[config.mk]
export PLATFORM = sky130hd
export DESIGN_NAME = if_pc_gen
export DESIGN_NICKNAME = d
export VERILOG_FILES = /design/src/rtl/struct_pckg.sv /design/src/rtl/if_fetch_buf.sv /design/src/rtl/if_pc_gen.sv
export VERILOG_INCLUDE_DIRS = /design/src /design/src/rtl
export SDC_FILE = /design/constraint.sdc
export NUM_CORES = 1
export LEC_CHECK = 0
export ABC_AREA = 1
export BUFFER_PORTS_ARGS = -buffer_cell sky130_fd_sc_hd__buf_2
export CAP_MARGIN = 10
export CELL_PAD_IN_SITES_DETAIL_PLACEMENT = 1
export CELL_PAD_IN_SITES_GLOBAL_PLACEMENT = 1
export CORE_ASPECT_RATIO = 0.75
export CORE_UTILIZATION = 36
export DETAILED_ROUTE_END_ITERATION = 6
export GPL_TIMING_DRIVEN = 1
export PLACE_DENSITY = 0.91
export SYNTH_ARGS = -nofsm -noshare
export SYNTH_HDL_FRONTEND = slang
export SYNTH_SLANG_ARGS = --single-unit
[constraint.sdc]
create_clock -name i_clk -period 2.14 [get_ports i_clk]
set_input_delay 0.214 -clock i_clk [delete_from_list [all_inputs] [get_ports i_clk]]
set_output_delay 0.214 -clock i_clk [all_outputs]
set_load 0.02 [all_outputs]
[src/rtl/defines.sv]
// Shared width macros for the fetch-stage slice.
`ifndef DEFINES_SV
`define DEFINES_SV
`define XLEN       64
`define XLEN_RANGE 63:0
`endif

[src/rtl/struct_pckg.sv]
// Types and constants shared by the instruction-fetch PC generator.
`include "defines.sv"

package struct_pckg;

  typedef enum logic [2:0] {
    ST_IDLE,
    ST_REQ,
    ST_WAIT,
    ST_DROP,
    ST_HOLD
  } fetch_state_t;

  localparam logic [`XLEN_RANGE] RESET_PC_DEFAULT = 64'h0000_0000_8000_0000;

  // Instructions are at least halfword aligned, so bit 0 of a target is dropped.
  function automatic logic [`XLEN_RANGE] align_target(input logic [`XLEN_RANGE] t);
    return {t[63:1], 1'b0};
  endfunction

endpackage

[src/rtl/if_fetch_buf.sv]
// One-entry holding register for a fetched instruction that decode could not take.
`include "defines.sv"

module if_fetch_buf (
  input  logic               i_clk,
  input  logic               i_rst_n,
  input  logic               i_load,
  input  logic               i_clear,
  input  logic [`XLEN_RANGE] i_pc,
  input  logic [31:0]        i_instr,
  output logic               o_valid,
  output logic [`XLEN_RANGE] o_pc,
  output logic [31:0]        o_instr
);

  logic               valid_reg;
  logic [`XLEN_RANGE] pc_reg;
  logic [31:0]        instr_reg;

  always_ff @(posedge i_clk or negedge i_rst_n) begin
    if (!i_rst_n) begin
      valid_reg <= 1'b0;
      pc_reg    <= '0;
      instr_reg <= '0;
    end else if (i_load) begin
      valid_reg <= 1'b1;
      pc_reg    <= i_pc;
      instr_reg <= i_instr;
    end else if (i_clear) begin
      valid_reg <= 1'b0;
    end
  end

  assign o_valid = valid_reg;
  assign o_pc    = pc_reg;
  assign o_instr = instr_reg;

endmodule

[src/rtl/if_pc_gen.sv]
// Fetch-stage PC generator: single-outstanding imem request FSM with EX redirect
// handling, stale-response dropping and a one-entry stall buffer.
`include "defines.sv"

module if_pc_gen
  import struct_pckg::*;
#(
  parameter logic [`XLEN_RANGE] RESET_PC = RESET_PC_DEFAULT
) (
  input  logic               i_clk,
  input  logic               i_rst_n,
  input  logic               i_ex_jump_taken,
  input  logic [`XLEN_RANGE] i_ex_jump_target,
  input  logic               i_ex_branch_taken,
  input  logic [`XLEN_RANGE] i_ex_branch_target,
  input  logic               i_stall,
  output logic               o_imem_req,
  output logic [`XLEN_RANGE] o_imem_addr,
  input  logic               i_imem_gnt,
  input  logic               i_imem_rvalid,
  input  logic [31:0]        i_imem_rdata,
  output logic               o_if_valid,
  output logic [`XLEN_RANGE] o_if_pc,
  output logic [31:0]        o_if_instr,
  output logic               o_flush,
  output logic               o_misaligned
);

  fetch_state_t       state_reg;
  logic [`XLEN_RANGE] pc_reg;

  logic               redirect;
  logic [`XLEN_RANGE] target_raw;
  logic [`XLEN_RANGE] target;

  logic               buf_load;
  logic               buf_clear;
  logic               buf_valid;
  logic [`XLEN_RANGE] buf_pc;
  logic [31:0]        buf_instr;

  // IDLE is the post-reset cycle; EX cannot have anything valid to redirect with yet.
  assign redirect   = (i_ex_jump_taken | i_ex_branch_taken) && (state_reg != ST_IDLE);
  assign target_raw = i_ex_jump_taken ? i_ex_jump_target : i_ex_branch_target;
  assign target     = align_target(target_raw);

  assign o_flush      = redirect;
  assign o_misaligned = redirect & target_raw[0];

  assign buf_load  = (state_reg == ST_WAIT) && i_imem_rvalid && i_stall && !redirect;
  assign buf_clear = (state_reg == ST_HOLD) && (!i_stall || redirect);

  if_fetch_buf u_fetch_buf (
    .i_clk   (i_clk),
    .i_rst_n (i_rst_n),
    .i_load  (buf_load),
    .i_clear (buf_clear),
    .i_pc    (pc_reg),
    .i_instr (i_imem_rdata),
    .o_valid (buf_valid),
    .o_pc    (buf_pc),
    .o_instr (buf_instr)
  );

  always_ff @(posedge i_clk or negedge i_rst_n) begin
    if (!i_rst_n) begin
      state_reg <= ST_IDLE;
      pc_reg    <= RESET_PC;
    end else begin
      case (state_reg)
        ST_IDLE: begin
          state_reg <= ST_REQ;
          pc_reg    <= RESET_PC;
        end
        ST_REQ: begin
          if (redirect) begin
            pc_reg    <= target;
            state_reg <= i_imem_gnt ? ST_DROP : ST_REQ;
          end else if (i_imem_gnt) begin
            state_reg <= ST_WAIT;
          end
        end
        ST_WAIT: begin
          if (redirect) begin
            pc_reg    <= target;
            state_reg <= i_imem_rvalid ? ST_REQ : ST_DROP;
          end else if (i_imem_rvalid) begin
            if (i_stall) begin
              state_reg <= ST_HOLD;
            end else begin
              pc_reg    <= pc_reg + 64'd4;
              state_reg <= ST_REQ;
            end
          end
        end
        ST_HOLD: begin
          if (redirect) begin
            pc_reg    <= target;
            state_reg <= ST_REQ;
          end else if (!i_stall) begin
            pc_reg    <= pc_reg + 64'd4;
            state_reg <= ST_REQ;
          end
        end
        ST_DROP: begin
          if (redirect) begin
            pc_reg <= target;
          end
          // Leave as soon as the stale response is consumed, even on a fresh redirect,
          // otherwise nothing would ever arrive to release DROP.
          if (i_imem_rvalid) begin
            state_reg <= ST_REQ;
          end
        end
        default: begin
          state_reg <= ST_IDLE;
          pc_reg    <= RESET_PC;
        end
      endcase
    end
  end

  assign o_imem_req  = (state_reg == ST_REQ);
  assign o_imem_addr = pc_reg;

  always_comb begin
    o_if_valid = 1'b0;
    o_if_pc    = pc_reg;
    o_if_instr = '0;
    case (state_reg)
      ST_WAIT: begin
        if (i_imem_rvalid) begin
          o_if_valid = !redirect;
          o_if_instr = i_imem_rdata;
        end
      end
      ST_HOLD: begin
        o_if_valid = buf_valid && !redirect;
        o_if_pc    = buf_pc;
        o_if_instr = buf_instr;
      end
      default: begin
        o_if_valid = 1'b0;
      end
    endcase
  end

endmodule

# Word level (Yosys, flattened, before mapping)

Index checks and enable logic that the tools add are counted.

Output and inout bits: 164
Register bits: 164

Eq/ne operators: 9
Muxes and demuxes: 25
Add/sub/neg operators: 1
Reduce and logical (&&, ||, !) cells: 15
Bitwise gates (word level): 2

Operators with widths:

| cell                    | number |
|---|---|
| $mux W64                | 7 |
| $pmux W64 S3            | 1 |
| $add A64 B3 Y64 const B | 1 |
| $pmux W32 S2            | 1 |
| $mux W32                | 1 |
| $mux W3                 | 8 |
| $pmux W3 S5             | 1 |
| $eq A3 B2 Y1 const B    | 2 |
| $logic_and A1 B1 Y1     | 6 |
| $ne A3 B3 Y1 const B    | 2 |
| $mux W2                 | 2 |
| $reduce_and A4 Y1       | 1 |
| $eq A3 B1 Y1 const B    | 1 |
| $eq A3 B3 Y1 const B    | 1 |
| $logic_not A3 Y1        | 1 |
| $mux W1                 | 3 |
| $ne A3 B1 Y1 const B    | 1 |
| $reduce_bool A3 Y1      | 1 |
| $logic_not A1 Y1        | 2 |
| $ne A2 B1 Y1 const B    | 1 |
| $ne A2 B2 Y1 const B    | 1 |
| $pmux W1 S2             | 1 |
| $reduce_and A2 Y1       | 1 |
| $reduce_bool A2 Y1      | 1 |
| other kinds (4)         | 4 |

# Longest topological paths before layout

Gate-level depths: netlist (run 1).

Depth after elaboration: 6
Depth in mapped cells: 12

# By module

A second synthesis (run 1) with hierarchy kept.

Cells, all modules: 1747
Area total of the unflattened synthesis: 11015.6 sq um

Modules (own cells, without submodules):

| module       | area each (sq um) | instances | sequential area each (sq um) | cells each |
|---|---|---|---|---|
| if_pc_gen    | 7345.8            | 1         | 1652.8                       | 1337 |
| if_fetch_buf | 3669.8            | 1         | 2427.3                       | 410 |

# Worst setup path after synthesis (run 1)

Ideal clock, no wire load.

Kind: register to register
Start point: register pc_reg[2], in the netlist o_imem_addr[2]
End point: register pc_reg[44], in the netlist o_imem_addr[44]
Data arrival time: 1.773 ns
Buffers on the path: 0
Required time: 2.053 ns
Path slack: 0.280 ns
Stages on the path, launching flop included: 12
Path through: dfrtp_1 ha_1 nand2_1 nor2_4 nand2_1 nor2_4 nand2_2 nor2_1 nand2_1 nand2_1 nand3_1 a22oi_1

Word-level cells in the longest chain between the ends: 5

RTL lines:

| item                   | line                              | source |
|---|---|---|
| start, declared        | if_pc_gen.sv:30                   | `` logic [`XLEN_RANGE] pc_reg; `` |
| start signal, assigned | if_pc_gen.sv:77                   | `pc_reg <= target;` |
| start signal, assigned | if_pc_gen.sv:85                   | `pc_reg <= target;` |
| start signal, assigned | if_pc_gen.sv:91                   | `pc_reg <= pc_reg + 64'd4;` |
| $add A64 B3 Y64 (*)    | if_pc_gen.sv:91, if_pc_gen.sv:101 |  |
| $mux W64 (*)           | if_pc_gen.sv:88, if_pc_gen.sv:100 |  |
| $mux W64               | if_pc_gen.sv:87                   | `end else if (i_imem_rvalid) begin` |
| $mux W64               | if_pc_gen.sv:84                   | `if (redirect) begin` |
| $pmux W64 S3 (*)       | if_pc_gen.sv:70                   | `case (state_reg)` |

Every way passes the cells marked *; elsewhere a longest branch is shown, timed or not. The select of a mux whose other input is x is not followed.
A chain may end at the register's enable or synchronous reset.

# Final worst setup path (run 1)

Start point: register state_reg[1]
End point: output port o_if_instr[16]

Word-level cells in the longest chain between the ends: 2

RTL lines:

| item                                         | line             | source |
|---|---|---|
| start, declared                              | if_pc_gen.sv:29  | `fetch_state_t state_reg;` |
| start signal, assigned                       | if_pc_gen.sv:78  | `state_reg <= i_imem_gnt ? ST_DROP : ST_REQ;` |
| start signal, assigned                       | if_pc_gen.sv:86  | `state_reg <= i_imem_rvalid ? ST_REQ : ST_DROP;` |
| $eq A3 B3 Y1 or $eq A3 B2 Y1 (tied branches) | if_pc_gen.sv:130 | `case (state_reg)` |
| $pmux W32 S2 (*)                             | if_pc_gen.sv:130 |  |
| end, declared                                | if_pc_gen.sv:24  | `output logic [31:0] o_if_instr,` |

Every way passes the cells marked *; elsewhere a longest branch is shown, timed or not.

==> impl_metrics.csv, run 1 <==
group,metric,value,unit
global_routing,grt_pass1_vias,13300,
power_and_ir_drop,power_switching,10800,uW
sta,hold_viol,0,
placement,hpwl,37.2,mm
power_and_ir_drop,peakVddDrop,0.691,mV
power_and_ir_drop,p_sw_share,51.5,%
yosys,synth-edff-count,0,
setup_path,cp_data_arrival_time,2.00,ns
final_layout,nets,2119,
yosys,netlist.area_leader.share,38.7,%
setup_path,cp-end-kind,"primary output",
cts,clk_pin_slew,0.07,ns
floorplanning,fp.dieH,149,um
floorplanning,die_x,198,um
global_routing,antenna_found_initial,1,
yosys,synth_area,10400,um2
global_routing,grt_overflow,0,
yosys,synth_top_flop_cell,"dfrtp_1",
sta,fin_setup_tns,-0.658,ns
yosys,syn_inst,1574,
final_layout,drive_gt1_share,29.1,%
yosys,yosys_warnings,0,
routing,route.vias.total,13400,
setup_path,crit_path_start_kind,"register",
setup_path,crit_fanout,14,
power_and_ir_drop,p_leak,0.00700,uW
yosys,ys_types,39,
yosys,avgSynthCellArea,6.62,um2
sta,max_slew_margin,57.3,%
floorplanning,initial_core_util,36.9,%
cts,cts_tree,"built",
sta,setup_viol,22,
yosys,synth_top_cells_by_count,"447 x nand2_1, 238 x nor2_1, 173 x o21ai_0",
yosys,synth_seq_cells,162,
routing,wl,54.6,mm
setup_path,cp.required,1.93,ns
setup_path,crit_type,"register to primary output",
sta,skew,0.00922,ns
outcome,violations,"negative setup slack",
power_and_ir_drop,power.total,21000,uW
routing,drcViolationCount,0,
global_routing,grt_first_pass_wirelength,76.4,mm
power_and_ir_drop,power_frac_comb,55.2,%
sta,fmax,0.453,GHz
yosys,synthTopCellsByArea,"dfrtp_1 39%, nand2_1 16%, nor2_1 8.6%",
flow_run,max_cap_violations,0,
sta,rsz0062_at_grt,"true",
floorplanning,die_area,29600,um2
final_layout,final_util,51.2,%
routing,ant_nets,0,
cts,cts_sinks,162,
yosys,synth.largest_area_cell,"dfrtp_1",
cts,htree_levels,4,
placement,pre_cts_ws,0.0832,ns
routing,first_iter_violations,1084,
final_layout,syn_to_final_growth,38.7,%
outcome,outcome,"complete, but fails checks",
routing,viasPerCell,5.70,
sta,slew_violations,0,
cts,numCtsBuffers,17,
sta,tightest_slew,0.641,ns
power_and_ir_drop,seqPwrFrac,29.3,%
power_and_ir_drop,power.density,1450,nW/um2
placement,place.gp.congestion,1.01,
sta,min_period,2.21,ns
floorplanning,ios,331,
global_routing,grt.total_usage,34.2,%
sta,fin_ws,-0.0690,ns
sta,fin_crit_sh,103,%
power_and_ir_drop,p_clk_share,15.6,%
cts,cts_max_path_buffers,2,
routing,wl_per_cell,23.2,um
floorplanning,core_area,28200,um2
global_routing,grt_max_degree,54,
yosys,async_flop_share,100,%
yosys,yosys.cell_count.top_type,"nand2_1",
cts,clkLatencyLatePin,0.45,ns
hold_path,hold_class,"input port to register",
power_and_ir_drop,power.internal,10200,uW
routing,first_pass_iters,5,
floorplanning,row_count,53,
placement,port_buffers,328,
yosys,synth.yosys.seq_area_share,38.9,%
cts,root_buffer,"clkbuf_16",
## metrics by stage
step | hold slack, ns | cell area, um2 | instances
6_report | 0.0334 | 14500 | 2350
5_1_grt | 0.0496 | 14500 | 2350
4_1_cts | 0.0188 | 13700 | 2326
3_5_place_dp | 0.113 | 12900 | 2285
3_3_place_gp | 0.110 | 12900 | 2285
2_1_floorplan | -0.0816 | 10400 | 1575
## path summary, 6_finish.rpt
kind / from / slack [ns] / end / cells past startpoint
worst max-delay path: state_reg[1] / -0.07 / o_if_instr[16] / 8
worst min-delay path: i_imem_rdata[27] / 0.03 / u_fetch_buf.o_instr[27] / 3
worst max register to register: o_imem_addr[13] / -0.06 / o_imem_addr[14] / 9
worst min register to register: u_fetch_buf.o_pc[53] / 0.49 / u_fetch_buf.o_pc[53] / 2
max in group asynchronous: i_rst_n / 1.02 / state_reg[2] / 3
min in group asynchronous: i_rst_n / 0.21 / u_fetch_buf.o_pc[13] / 2
## worst max-delay path: stages (launching register included)
cell     delay, ns
dfrtp_1       0.43
inv_2         0.08
nor2_4        0.13
nand2_2       0.09
nor2_4        0.21
buf_12        0.19
nand2_1       0.11
o21ai_1       0.13
buf_4         0.18
## area by class of cell
| cell class | instances | area [um2] |
|---|---|---|
| antenna | 1 | 2.50 |
| tap | 385 | 482 |
| sequential | 162 | 4060 |
| timing repair buffer | 436 | 3030 |
| inverter | 137 | 536 |
| multi-input combinational | 1197 | 5750 |
| clock inverter | 13 | 150 |
| clock buffer | 19 | 443 |
| fill | 3702 | 13800 |
## power groups by stage
stage	logic, uW	registers [uW]	clock network, uW
finish	11600	6130	3260
global route	12300	6270	3380
CTS	10500	5990	3250
detailed placement	10100	6000	0
global placement	9740	5900	0
floorplan	5450	6240	0
## layer usage
| layer | routed length, um | global-route usage (%) | part of all wire, % | vias to the layer above |
|---|---|---|---|---|
| li1 | - | - | - | 5917 |
| met1 | 21800 | 43.7 | 40 | 6565 |
| met2 | 25100 | 55.9 | 46 | 756 |
| met3 | 5360 | 7.46 | 9.8 | 163 |
| met4 | 2380 | 14.3 | 4.4 | 0 |
| met5 | 0 | 0 | 0 | - |
## cell usage in the layout, fill, tap and decap left out, types with 54 or more instances in the layout
cell type,instances
o21ai_0,121
buf_2,267
nor2_1,228
nand2_1,431
dfrtp_1,158
a21oi_1,68
inv_1,127
buf_4,125
nand3_1,54
o21ai_1,69
## logic make-up after synthesis
family                   synth area share, %
AO/OA/AOI/OAI                           19.6
XOR/XNOR                              0.0841
adder cells (fa/ha/maj)                0.120
buffers and inverters                   8.55
flip-flops                              38.9
multiplexers                            1.63
other                                 0.0360
AND/OR/NAND/NOR                         31.0
## what timing repair did
item	4_1_cts	5_1_grt
hold buffers	1	0
pin swaps	2	7
hold endpoints to repair	33	0
endpoints found under the setup margin	95	142
cloned	3	6
buffers inserted	5	18
resized for setup	46	181
Power figures use the tool's default switching activity.
==> run 2: changes to the inputs <==
CORE_ASPECT_RATIO = unset   (was 0.75)
CTS_CLUSTER_DIAMETER = 40   (was unset)
RECOVER_POWER = 25   (was unset)
==> impl_metrics.csv, run 2 (synthesis gave the netlist of run 1 again) <==
group,metric,value,unit
cts,cts_tree,"built",
routing,drcViolationCount,0,
cts,htree_levels,4,
routing,route.vias.total,12900,
power_and_ir_drop,power_switching,10100,uW
final_layout,final_common_cell,"nand2_1",
final_layout,seq_area,4060,um2
sta,hold_viol,0,
global_routing,grt_pass1_vias,13100,
setup_path,crit_fanout,7,
placement,hpwl,35.7,mm
sta,fin_crit_sh,103,%
floorplanning,row_count,61,
sta,whs,0.0417,ns
final_layout,n_antenna_cell,0,
floorplanning,die_area,29600,um2
outcome,violations,"negative setup slack",
global_routing,grt.total_usage,32.0,%
sta,fmax,0.455,GHz
setup_path,cp_data_arrival_time,1.98,ns
cts,numCtsBuffers,17,
global_routing,grt_max_degree,89,
power_and_ir_drop,p_sw_share,50.8,%
global_routing,antenna_found_initial,0,
final_layout,drive_gt1_share,25.8,%
placement,place.gp.congestion,0.998,
final_layout,final_cell_mix,"445 x nand2_1, 287 x buf_2, 233 x nor2_1",
cts,cts_sinks,162,
power_and_ir_drop,power.internal,9770,uW
sta,setup_viol,28,
power_and_ir_drop,power_frac_comb,54.1,%
setup_path,crit_type,"register to primary output",
final_layout,finalNonFillerCells,2325,
sta,rsz0062_at_grt,"true",
routing,wl_per_cell,21.0,um
routing,wl,48.7,mm
sta,tightest_slew,1.46,ns
final_layout,fillCellCount,3744,
sta,fin_ws,-0.0586,ns
floorplanning,ios,331,
placement,port_buffers,328,
sta,skew,0.0103,ns
setup_path,cp.required,1.93,ns
floorplanning,fp.dieH,172,um
power_and_ir_drop,p_leak,0.00675,uW
cts,clk_pin_slew,0.06,ns
flow_run,max_cap_violations,0,
power_and_ir_drop,power.density,1420,nW/um2
hold_path,hold_class,"input port to register",
floorplanning,die_x,172,um
cts,cts_max_path_buffers,2,
cts,root_buffer,"clkbuf_16",
global_routing,grt_first_pass_wirelength,72.4,mm
final_layout,multi_input_area,5570,um2
power_and_ir_drop,seqPwrFrac,30.3,%
final_layout,syn_to_final_growth,33.7,%
routing,viasPerCell,5.56,
setup_path,cp-end-kind,"primary output",
routing,first_pass_iters,7,
routing,ant_nets,0,
floorplanning,core_area,28200,um2
power_and_ir_drop,p_clk_share,15.6,%
routing,first_iter_violations,1034,
global_routing,grt_overflow,0,
cts,clkLatencyLatePin,0.44,ns
floorplanning,initial_core_util,37.0,%
sta,slew_violations,0,
setup_path,crit_path_start_kind,"register",
sta,min_period,2.20,ns
power_and_ir_drop,peakVddDrop,0.595,mV
outcome,outcome,"complete, but fails checks",
placement,placed_cells,2277,
final_layout,nets,2103,
sta,max_slew_margin,2.89,%
-- run 2: changes by cell type in the layout (fill, tap and decap cells not counted), moves of 11 or more --
cell     previous run  this run
nand2_1           431       445
buf_4             125       103
o21ai_2            36         8
o21ai_1            69        88
buf_2             267       287
buf_6              19         8
-- run 2: path summary, 6_finish.rpt --
kind                                       from                      end  slack, ns  cells past startpoint
max in group asynchronous               i_rst_n          o_imem_addr[43]       0.37                      3
min in group asynchronous               i_rst_n     u_fetch_buf.o_pc[12]       0.67                      2
setup reg to reg                   state_reg[0]          o_imem_addr[11]       0.04                     10
hold reg to reg            u_fetch_buf.o_pc[16]     u_fetch_buf.o_pc[16]       0.50                      2
setup / recovery                   state_reg[1]            o_if_instr[9]      -0.06                      9
hold / removal                 i_imem_rdata[28]  u_fetch_buf.o_instr[28]       0.04                      3
-- run 2: worst max-delay path, cell delays in order (launching register included) --
cell       delay, ns
dfrtp_2         0.42
inv_2           0.06
nor2_2          0.14
nand2_2         0.13
nor2_4          0.15
buf_12          0.14
clkbuf_16       0.14
nand2_1         0.06
o21ai_0         0.10
buf_2           0.21
-- run 2: cell type report --
cell class	instances	share of cell area [%]
inverter	137	3.82
timing repair buffer	419	19.6
tap	378	3.39
timing repair inverter	1	0.0629
clock buffer	21	3.30
multi-input combinational	1197	40.0
sequential	162	29.1
clock inverter	10	0.736
-- run 2: repair_timing --
action,in CTS,in global routing
buffers inserted,3,5
pin swaps,0,5
setup endpoints to repair,93,101
cloned,2,6
gates resized for setup,18,109
hold buffers,1,0
hold endpoints to repair,41,0
-- run 2: per-stage QoR --
step | total power, uW | utilization (%) | TNS, ns | worst slack [ns] | cell area (um2)
4_1_cts | 19100 | 48.2 | -0.198 | -0.0394 | 13600
5_1_grt | 21000 | 49.5 | -4.62 | -0.135 | 13900
2_1_floorplan | 11700 | - | 0 | 0.280 | 10400
3_5_place_dp | 15900 | 45.7 | 0 | 0.136 | 12900
3_3_place_gp | 15400 | 45.7 | 0 | 0.203 | 12900
6_report | 19900 | 49.5 | -0.738 | -0.0586 | 13900
-- run 2: layer usage --
metal,global-route usage (%),share of wire (%),up-vias
met1,39.9,41,6292
met4,14.9,4.4,0
met3,5.33,7.0,136
met2,53.7,48,625
li1,-,-,5879
met5,0,0,-
-- run 2: power groups by stage --
stage,combinational [uW],sequential [uW],clock (uW)
floorplan,5450,6240,0
global placement,9590,5840,0
detailed placement,9960,5960,0
CTS,10100,5940,3100
global route,11600,6150,3220
finish,10700,6020,3090
==> run 3: changes to the inputs <==
CORE_ASPECT_RATIO = 1.2   (was unset)
==> impl_metrics.csv, run 3 (synthesis gave the netlist of run 1 again) <==
group,metric,value,unit
outcome,outcome,"complete, but fails checks",
outcome,violations,"max-capacitance violations, max-slew violations, negative setup slack",
cts,cts_sinks,162,
global_routing,grt_overflow,0,
sta,whs,0.0383,ns
floorplanning,fp.dieH,188,um
floorplanning,ios,331,
routing,wl,47.9,mm
power_and_ir_drop,p_leak,0.00675,uW
power_and_ir_drop,peakVddDrop,0.524,mV
power_and_ir_drop,power.total,19800,uW
final_layout,syn_to_final_growth,34.0,%
sta,skew,0.0146,ns
setup_path,cp_data_arrival_time,1.93,ns
global_routing,antenna_found_initial,1,
sta,fin_setup_tns,-0.00523,ns
floorplanning,core_area,28200,um2
final_layout,final_cell_mix,"443 x nand2_1, 283 x buf_2, 230 x nor2_1",
final_layout,nets,2097,
sta,min_period,2.15,ns
setup_path,crit_type,"register to primary output",
global_routing,grt_first_pass_wirelength,72.5,mm
routing,first_iter_violations,736,
setup_path,cp.required,1.93,ns
final_layout,drive_gt1_share,26.0,%
final_layout,seq_area,4060,um2
placement,place.gp.congestion,0.977,
setup_path,cp-end-kind,"primary output",
setup_path,crit_fanout,10,
sta,fmax,0.466,GHz
routing,drcViolationCount,0,
setup_path,crit_path_start_kind,"register",
cts,clk_pin_slew,0.07,ns
power_and_ir_drop,power.density,1420,nW/um2
floorplanning,die_x,157,um
sta,hold_viol,0,
sta,slew_violations,55,
placement,port_buffers,328,
sta,rsz0062_at_grt,"true",
cts,numCtsBuffers,17,
routing,first_pass_iters,5,
final_layout,final_util,49.6,%
placement,hpwl,34.9,mm
global_routing,grt.total_usage,32.0,%
hold_path,hold_class,"input port to register",
setup_path,cp-startpoint,"state_reg[2]",
sta,setup_viol,1,
cts,cts_max_path_buffers,2,
floorplanning,initial_core_util,37.0,%
cts,root_buffer,"clkbuf_16",
routing,route.vias.total,12800,
final_layout,final_common_cell,"nand2_1",
global_routing,grt_pass1_vias,13300,
final_layout,multi_input_area,5590,um2
sta,tightest_slew,1.54,ns
cts,clkLatencyLatePin,0.45,ns
sta,fin_crit_sh,100,%
floorplanning,row_count,67,
cts,cts_tree,"built",
setup_path,regToRegStartpoint,"state_reg[0]",
placement,pre_cts_ws,0.0368,ns
flow_run,max_cap_violations,1,
hold_path,hp-start,"i_imem_rdata[28]",
routing,viasPerCell,5.50,
cts,htree_levels,4,
sta,fin_ws,-0.00523,ns
final_layout,fillCellCount,3753,
sta,max_slew_margin,-2.80,%
routing,wl_per_cell,20.7,um
routing,ant_nets,0,
floorplanning,die_area,29600,um2
global_routing,grt_max_degree,99,
-- run 3: repair_timing --
item	in CTS	in global routing
pin swaps	2	5
gates cloned	3	3
hold buffers	1	0
endpoints found under the setup margin	91	169
hold endpoints to repair	49	0
resized for setup	38	102
setup buffers	6	6
-- run 3: critical path: stages, from the launching register on --
cell	delay [ns]
dfrtp_2	0.46
nor2_4	0.16
nand2_4	0.08
nor2_4	0.10
buf_12	0.14
clkbuf_16	0.16
nand2_1	0.07
o21ai_0	0.10
buf_2	0.21
-- run 3: per-stage QoR --
stage	area, um2	cells
after floorplan	10400	1575
after global placement	12800	2270
after detailed placement	12800	2270
after CTS	13600	2311
after global routing	14000	2321
final	14000	2321
-- run 3: power by group --
part / leakage [uW] / total [uW] / internal [uW] / switching (uW)
Sequential: 0.00198 / 6050 / 4550 / 1500
Combinational: 0.00449 / 10600 / 3520 / 7040
Clock: 0.000286 / 3240 / 1890 / 1350
Total: 0.00675 / 19800 / 9960 / 9890
-- run 3: layer usage --
metal  global-route usage, %  up-vias  wire length [um]
met5                       0        -                 0
met3                    6.49      145              3160
met4                    17.4        0              2630
li1                        -     5848                 -
met1                    36.9     6214             18800
met2                    55.0      550             23400
-- run 3: final timing paths --
kind	to	slack (ns)	cells past startpoint
max in group asynchronous	o_imem_addr[2]	0.30	3
min	u_fetch_buf.o_instr[28]	0.04	3
max	o_if_instr[22]	-0.005	8
min in group asynchronous	u_fetch_buf.o_instr[8]	0.69	2
min reg2reg	u_fetch_buf.o_pc[41]	0.49	2
max reg2reg	o_imem_addr[59]	0.07	11
-- run 3: final cells by class --
class	instances	area share, %
clock inverters	9	0.923
diodes	1	0.0179
well taps	379	3.40
flip-flops and latches	162	29.1
clock buffers	22	3.33
repair buffers	414	19.4
inverters	137	3.83
multi-input cells	1197	40.0
